$ cat config.mk
export PLATFORM = sky130hd
export DESIGN_NAME = mp_enq_packer
export DESIGN_NICKNAME = d
export VERILOG_FILES = /design/src/rtl/mp_enq_packer.sv
export SDC_FILE = /design/constraint.sdc
export NUM_CORES = 1
export LEC_CHECK = 0
export CELL_PAD_IN_SITES_DETAIL_PLACEMENT = 2
export CELL_PAD_IN_SITES_GLOBAL_PLACEMENT = 2
export CORE_MARGIN = 2
export CORE_UTILIZATION = 34
export CTS_BUF_LIST = sky130_fd_sc_hd__clkbuf_4 sky130_fd_sc_hd__clkbuf_8
export CTS_CLUSTER_SIZE = 30
export DETAILED_ROUTE_END_ITERATION = 12
export PLACE_DENSITY_LB_ADDON = 0.1
export SETUP_SLACK_MARGIN = 0.4
export SYNTH_ARGS = -nofsm -noshare
export SYNTH_HDL_FRONTEND = slang
export SYNTH_SLANG_ARGS = --single-unit
$ cat constraint.sdc
create_clock -name clk -period 4.7 [get_ports clk]
set_clock_uncertainty 0.1 [all_clocks]
set_input_delay 1.175 -clock clk [delete_from_list [all_inputs] [get_ports clk]]
set_output_delay 1.175 -clock clk [all_outputs]
set_load 0.005 [all_outputs]
$ cat src/rtl/mp_enq_packer.sv
// Gathers single upstream entries into an ENQUEUE_WIDTH-lane batch for a multi-port FIFO.
// A batch is emitted when full or when a partial batch ages out, and it fires all-or-nothing.
module mp_enq_packer #(
  parameter int ENQUEUE_WIDTH = 4,
  parameter int PAYLOAD_WIDTH = 2,
  parameter int TIMEOUT       = 8
) (
  input  logic                                   clk,
  input  logic                                   rst,
  input  logic                                   in_vld_i,
  input  logic [PAYLOAD_WIDTH-1:0]               in_payload_i,
  output logic                                   in_rdy_o,
  output logic [ENQUEUE_WIDTH-1:0]               enqueue_vld_o,
  output logic [ENQUEUE_WIDTH*PAYLOAD_WIDTH-1:0] enqueue_payload_o,
  input  logic [ENQUEUE_WIDTH-1:0]               enqueue_rdy_i,
  input  logic                                   flush_i
);

  localparam int CNT_W = $clog2(ENQUEUE_WIDTH + 1);
  localparam int AGE_W = $clog2(TIMEOUT + 1);

  typedef enum logic {
    FILL = 1'b0,
    EMIT = 1'b1
  } state_e;

  state_e                   state_q, state_d;
  logic [CNT_W-1:0]         cnt_q, cnt_d;
  logic [AGE_W-1:0]         age_q, age_d;
  logic [PAYLOAD_WIDTH-1:0] slot_q [ENQUEUE_WIDTH];

  logic                     accept;
  logic                     fire;
  logic [CNT_W-1:0]         cnt_inc;
  logic [ENQUEUE_WIDTH-1:0] lane_act;

  always_comb begin
    for (int i = 0; i < ENQUEUE_WIDTH; i++) begin
      lane_act[i] = CNT_W'(i) < cnt_q;
    end
  end

  assign in_rdy_o = (state_q == FILL) && (cnt_q < CNT_W'(ENQUEUE_WIDTH)) && !flush_i;
  assign accept   = in_vld_i && in_rdy_o;
  assign cnt_inc  = cnt_q + CNT_W'(accept);
  // Unoccupied lanes are treated as ready so only the live lanes gate the fire.
  assign fire     = (state_q == EMIT) && (&(enqueue_rdy_i | ~lane_act)) && !flush_i;

  // NOTE: every always_comb output gets a default first so no latch is inferred.
  always_comb begin
    state_d = state_q;
    cnt_d   = cnt_q;
    age_d   = age_q;
    if (flush_i) begin
      state_d = FILL;
      cnt_d   = '0;
      age_d   = '0;
    end else begin
      unique case (state_q)
        FILL: begin
          cnt_d = cnt_inc;
          if (cnt_q != '0) begin
            age_d = age_q + AGE_W'(1);
          end
          if ((cnt_inc == CNT_W'(ENQUEUE_WIDTH)) ||
              ((cnt_q != '0) && (age_q == AGE_W'(TIMEOUT - 1)))) begin
            state_d = EMIT;
          end
        end
        EMIT: begin
          if (fire) begin
            state_d = FILL;
            cnt_d   = '0;
            age_d   = '0;
          end
        end
        default: state_d = FILL;
      endcase
    end
  end

  // NOTE: sequential state uses non-blocking assignments so all registers sample pre-edge values.
  always_ff @(posedge clk or posedge rst) begin
    if (rst) begin
      state_q <= FILL;
      cnt_q   <= '0;
      age_q   <= '0;
    end else begin
      state_q <= state_d;
      cnt_q   <= cnt_d;
      age_q   <= age_d;
    end
  end

  // NOTE: the slot buffer has no reset; lanes are masked by cnt so stale contents never reach the outputs.
  always_ff @(posedge clk) begin
    if (accept) begin
      for (int i = 0; i < ENQUEUE_WIDTH; i++) begin
        if (cnt_q == CNT_W'(i)) begin
          slot_q[i] <= in_payload_i;
        end
      end
    end
  end

  // Outputs decode straight from reset registers, so rst clears them asynchronously.
  always_comb begin
    enqueue_vld_o     = '0;
    enqueue_payload_o = '0;
    for (int i = 0; i < ENQUEUE_WIDTH; i++) begin
      if ((state_q == EMIT) && lane_act[i]) begin
        enqueue_vld_o[i]                                       = 1'b1;
        enqueue_payload_o[i*PAYLOAD_WIDTH +: PAYLOAD_WIDTH]   = slot_q[i];
      end
    end
  end

endmodule

==> results of run 1 <==
[registers in the layout (all words and copies together) (netlist names)]
register	flops
age_q	4
cnt_q	3
slot_q	8
state_q	1
[critical path: stages]
cell and delay (ps):
clkdlybuf4s50_1 400, buf_4 180, nor3_2 230, clkdlybuf4s50_1 560
[layout make-up]
cell class | instances | area share, %
inverter | 3 | 0.921
timing repair buffer | 23 | 18.6
tap | 31 | 3.17
clock buffer | 3 | 1.84
multi-input combinational | 66 | 39.4
sequential | 16 | 36.0
[synthesized netlist by cell type (all sizes together)]
cell type | n | share of area (%)
xnor2 | 5 | 4.5
and2b | 1 | 0.78
inv | 3 | 1.2
ha | 3 | 3.9
clkbuf | 2 | 0.78
nor2b | 2 | 1.3
a221oi | 1 | 1.5
nor3b | 1 | 1.3
buf | 3 | 2.8
o31ai | 1 | 0.78
nor3 | 8 | 6.2
nor4bb | 1 | 1.0
nand3b | 1 | 0.78
or2 | 1 | 0.65
o21ai | 3 | 2.7
nor2 | 6 | 2.3
a21boi | 1 | 1.9
and2 | 5 | 3.2
a211oi | 4 | 4.7
or3 | 1 | 0.78
a211o | 1 | 0.90
and3 | 7 | 4.5
or2b | 1 | 0.78
a21oi | 2 | 1.0
edfxtp | 8 | 25
nand2 | 8 | 3.1
nand3 | 2 | 1.0
dfrtp | 8 | 21
[power by group through the flow]
stage          clock [µW]  sequential (µW)  combinational [µW]
6_report             69.1              157                38.7
4_1_cts              74.0              158                40.0
2_1_floorplan           0              157                25.5
3_3_place_gp            0              160                37.2
5_1_grt              83.4              158                43.2
3_5_place_dp            0              161                39.6
[logic make-up after synthesis]
family                     synth area share (%)
buffers and inverters                      4.78
xor gates and xnor gates                   4.52
DFF                                        45.5
adders and majority gates                  3.88
AOI/OAI and AO/OA                          13.6
and+or+nand+nor                            27.8
[per-stage QoR]
stage,setup WS (ps),power [µW],instances
after floorplan,1830,183,90
after global placement,935,197,139
after detailed placement,866,200,139
after CTS,868,272,142
after global routing,835,285,142
final,886,265,142
[worst max-delay path by stage]
stage | endpoint | slack (ps) | from
after floorplan | in_rdy_o | 1830 | flush_i
after global placement | in_rdy_o | 930 | flush_i
after detailed placement | in_rdy_o | 870 | flush_i
after CTS | in_rdy_o | 870 | flush_i
after global routing | in_rdy_o | 840 | flush_i
final | in_rdy_o | 890 | flush_i
[routing by layer]
metal	global-route usage, %	wire length, µm	share of wire (%)
met1	19.4	967	42
met5	0	0	0
met3	2.04	96	4.2
met2	29.2	1230	53
met4	4.98	16	0.69
==> reports/results.txt, run 1 <==
H-tree levels -> 1
Synth Area per Inst -> 10.8 µm²
Clock slew at the register clock pins of the worst setup and hold paths -> 90 ps
# resized after CTS -> 0
Initial antenna violation count -> 0
Leak pwr -> 0.000499 µW
Core area -> 2730 µm²
Post-DP Area -> 1200 µm²
Mapped Cells -> 90
Hold path startpoint -> age_q[3]
RR Startpoint -> state_q
Fin Hold WS -> 517 ps
Number of fill cells -> 296
Vias per cell -> 5.16
Yosys Warn Count -> 0
Final Core Density -> 44.7%
CTS tree -> done
Hpwl dp -> 1810 µm
CTS buffer count -> 3
Vias in the first global route -> 799
Hold path cells -> 2
Antenna violation net count after detailed routing -> 0
Gpl congestion -> 0.637
Routed WL per cell -> 16.3 µm
PortBufs -> 22
RR Endpoint -> state_q
Ports -> 23
CP Launch Type -> input port
# hold bufs at CTS -> 0
Worst Max-Slew Pin Slew -> 845 ps
Clock network power share -> 26.1%
Reg2reg path depth -> 8
Final hold vios -> 0
Initial Utilization -> 35.4%
R2R Setup Slk -> 2260 ps
FF+latch count, synth -> 16
Max-slew headroom -> 43.7%
Netlist cell types -> 33
Total Routing Usage GR -> 16.0%
Status -> completed
DR pass1 iterations -> 3
Clk Tree Root Cell -> clkbuf_4
Hold Crit Class -> reg2reg
Multi-input logic area -> 482 µm²
Clk sinks -> 16
Mapped Area -> 968 µm²
Pin count of the biggest net entering global routing -> 27
Die span in x -> 57.4 µm
Fin crit period -> 3810 ps
# nets final -> 126
Cell area power density -> 217 nW/µm²
TNS Setup -> 0 ps
Layout cell share with drive strength beyond 1 -> 15.3%
Routed via count -> 733
Most frequent cells in the layout -> clkdlybuf4s50_1 (22), nand2_1 (8), dfrtp_1 (8), edfxtp_1 (8), and3_1 (7)
Sequential share of power -> 59.3%
Register Area -> 440 µm²
Psw -> 66.2 µW
Die H -> 57.4 µm
Routed wire length -> 2310 µm
Syn Nets -> 103
Area Growth Syn to Fin -> 26.2%
Crit path max fanout -> 10
Initial DRC count -> 8
Max-cap check violation count -> 0
Commonest non-fill, non-tap cell in the layout -> clkdlybuf4s50_1
CTS max path bufs -> 2
RSZ-0062 raised after global routing -> no
Int Power -> 199 µW
Net Sw Frac -> 25.0%
Final setup vio count -> 0
Worst vdd ir -> 0.129 mV
Combinational Power Share -> 14.6%
Crit Path Class -> in2out
WP data required -> 3420 ps
Final period util -> 81.2%
Max Clk Rate -> 0.262 GHz
Rows -> 19
Global-route wire length before repair -> 3980 µm
Hold EP -> age_q[3]
Post-route DRC -> 0
Design area -> 1220 µm²
Die area -> 3290 µm²
Worst skew pair latency -> 270 ps
Total gr overflow -> 0
Crit end category -> output port
Final count of pins violating max slew -> 0
Postcts setup bufs -> 0
Critical Path AT -> 2540 ps
Ant. Diodes -> 0
Sequential cell area fraction in the yosys report -> 45.5%
Note: power is estimated with default switching activity, not from simulation.
==> run 2, diff against run 1 <==
CORE_UTILIZATION = 32   (was 34)
clock period = 3.8 ns   (was 4.7 ns; I/O delays follow)
==> run 2 against run 1 <==
  * Clock-buffer cell count stayed put
  * Global-route usage grew 0.19 points
  * Hold slack worse by 21 ps
  * Clock power up 35%
  * Final cell count rose by 2.1%
  * Register-to-register slack worse by 730 ps
  * Design area increased by 1.5%
==> reports/results.txt, run 2 (synthesis gave the netlist of run 1 again) <==
Area Growth Syn to Fin -> 28.2%
Final hold vios -> 0
Multi-input logic area -> 482 µm²
Gpl congestion -> 0.706
TNS Setup -> 0 ps
Fin crit period -> 3180 ps
Rows -> 19
Max reg flops -> 8
Final setup vio count -> 0
Most frequent cells in the layout -> clkdlybuf4s50_1 (22), nand2_1 (8), dfrtp_1 (8), edfxtp_1 (8), and3_1 (7)
H-tree levels -> 1
Leak pwr -> 0.000511 µW
Crit end category -> output port
Max-slew headroom -> 70.5%
Routed via count -> 769
Layout cell share with drive strength beyond 1 -> 16.7%
Clk sinks -> 16
Global-route wire length before repair -> 4130 µm
Die area -> 3480 µm²
DR pass1 iterations -> 3
Ant. Diodes -> 0
Commonest non-fill, non-tap cell in the layout -> clkdlybuf4s50_1
Final count of pins violating max slew -> 0
Crit Path Class -> in2out
Worst vdd ir -> 0.138 mV
Cell area power density -> 270 nW/µm²
WP data required -> 2750 ps
Core area -> 2810 µm²
Final period util -> 83.6%
Initial Utilization -> 34.5%
Hpwl dp -> 1860 µm
CTS tree -> done
Pin count of the biggest net entering global routing -> 17
Register Area -> 440 µm²
Initial DRC count -> 8
Max-cap check violation count -> 0
PortBufs -> 22
Critical Path AT -> 2130 ps
# nets final -> 128
Crit path max fanout -> 3
CP Launch Type -> input port
Antenna violation net count after detailed routing -> 0
Clock slew at the register clock pins of the worst setup and hold paths -> 90 ps
Routed WL per cell -> 17.0 µm
Routed wire length -> 2460 µm
CTS max path bufs -> 2
# hold bufs at CTS -> 0
Hold Crit Class -> reg2reg
Post-route DRC -> 0
Initial antenna violation count -> 0
RSZ-0062 raised after global routing -> no
CTS buffer count -> 3
Post-DP Area -> 1210 µm²
Worst skew pair latency -> 290 ps
Max Clk Rate -> 0.315 GHz
Postcts setup bufs -> 0
Total gr overflow -> 0
Largest Register -> slot_q
Vias per cell -> 5.30
Status -> completed
Clk Tree Root Cell -> clkbuf_4
Die span in x -> 59.0 µm
Design area -> 1240 µm²
Number of fill cells -> 313
Vias in the first global route -> 838
# resized after CTS -> 0
Die H -> 59.0 µm
Biggest regs -> slot_q (8), age_q (4), cnt_q (3)
Total Routing Usage GR -> 16.2%
Worst Max-Slew Pin Slew -> 442 ps
Ports -> 23
## run 2: changes by cell type in the layout (fill, tap and decap cells not counted), sizes merged
cell and delta:
buf +2, clkinv +1
## run 2: through the flow
| stage | power, µW | hold slack [ps] | util, % | std cells | worst slack (ps) |
|---|---|---|---|---|---|
| CTS | 343 | 503 | 44.2 | 145 | 592 |
| detailed placement | 247 | 484 | 43.3 | 141 | 605 |
| finish | 335 | 496 | 44.2 | 145 | 623 |
| global placement | 245 | 469 | 43.3 | 141 | 629 |
| floorplan | 226 | 451 | - | 90 | 1230 |
| global route | 352 | 546 | 44.2 | 145 | 542 |
## run 2: final timing paths
path | slack, ps | start | cells after the start | to
min reg2reg | 500 | age_q[3] | 2 | age_q[3]
min in group asynchronous | 800 | rst | 2 | cnt_q[2]
max in group asynchronous | 2550 | rst | 2 | age_q[2]
max reg2reg | 1530 | state_q | 9 | state_q
min | 500 | age_q[3] | 2 | age_q[3]
max | 620 | flush_i | 3 | in_rdy_o
## run 2: per-layer routing
| layer | vias to the layer above | part of all wire, % | track usage (%) |
|---|---|---|---|
| met4 | 0 | 1.9 | 6.82 |
| met5 | - | 0 | 0 |
| met3 | 5 | 2.7 | 1.97 |
| met1 | 379 | 47 | 21.6 |
| met2 | 15 | 49 | 26.5 |
| li1 | 370 | - | - |
## run 2: critical path, stage by stage
cell	delay, ps
clkdlybuf4s50_1	440
nor3_2	190
clkdlybuf4s50_1	540
## run 2: area by class of cell
type / instances / area share, %
clock buffers: 3 / 1.81
inverters: 3 / 0.907
clock inverters: 1 / 0.302
multi-input cells: 66 / 38.8
flip-flops and latches: 16 / 35.5
well taps: 31 / 3.13
repair buffers: 25 / 19.6
## run 2: where the power goes
| group | switching, µW | internal (µW) | total, µW |
|---|---|---|---|
| combinational | 25.8 | 22.0 | 47.8 |
| clock | 55.1 | 38.2 | 93.3 |
| sequential | 7.01 | 187 | 194 |
| total | 87.8 | 248 | 335 |
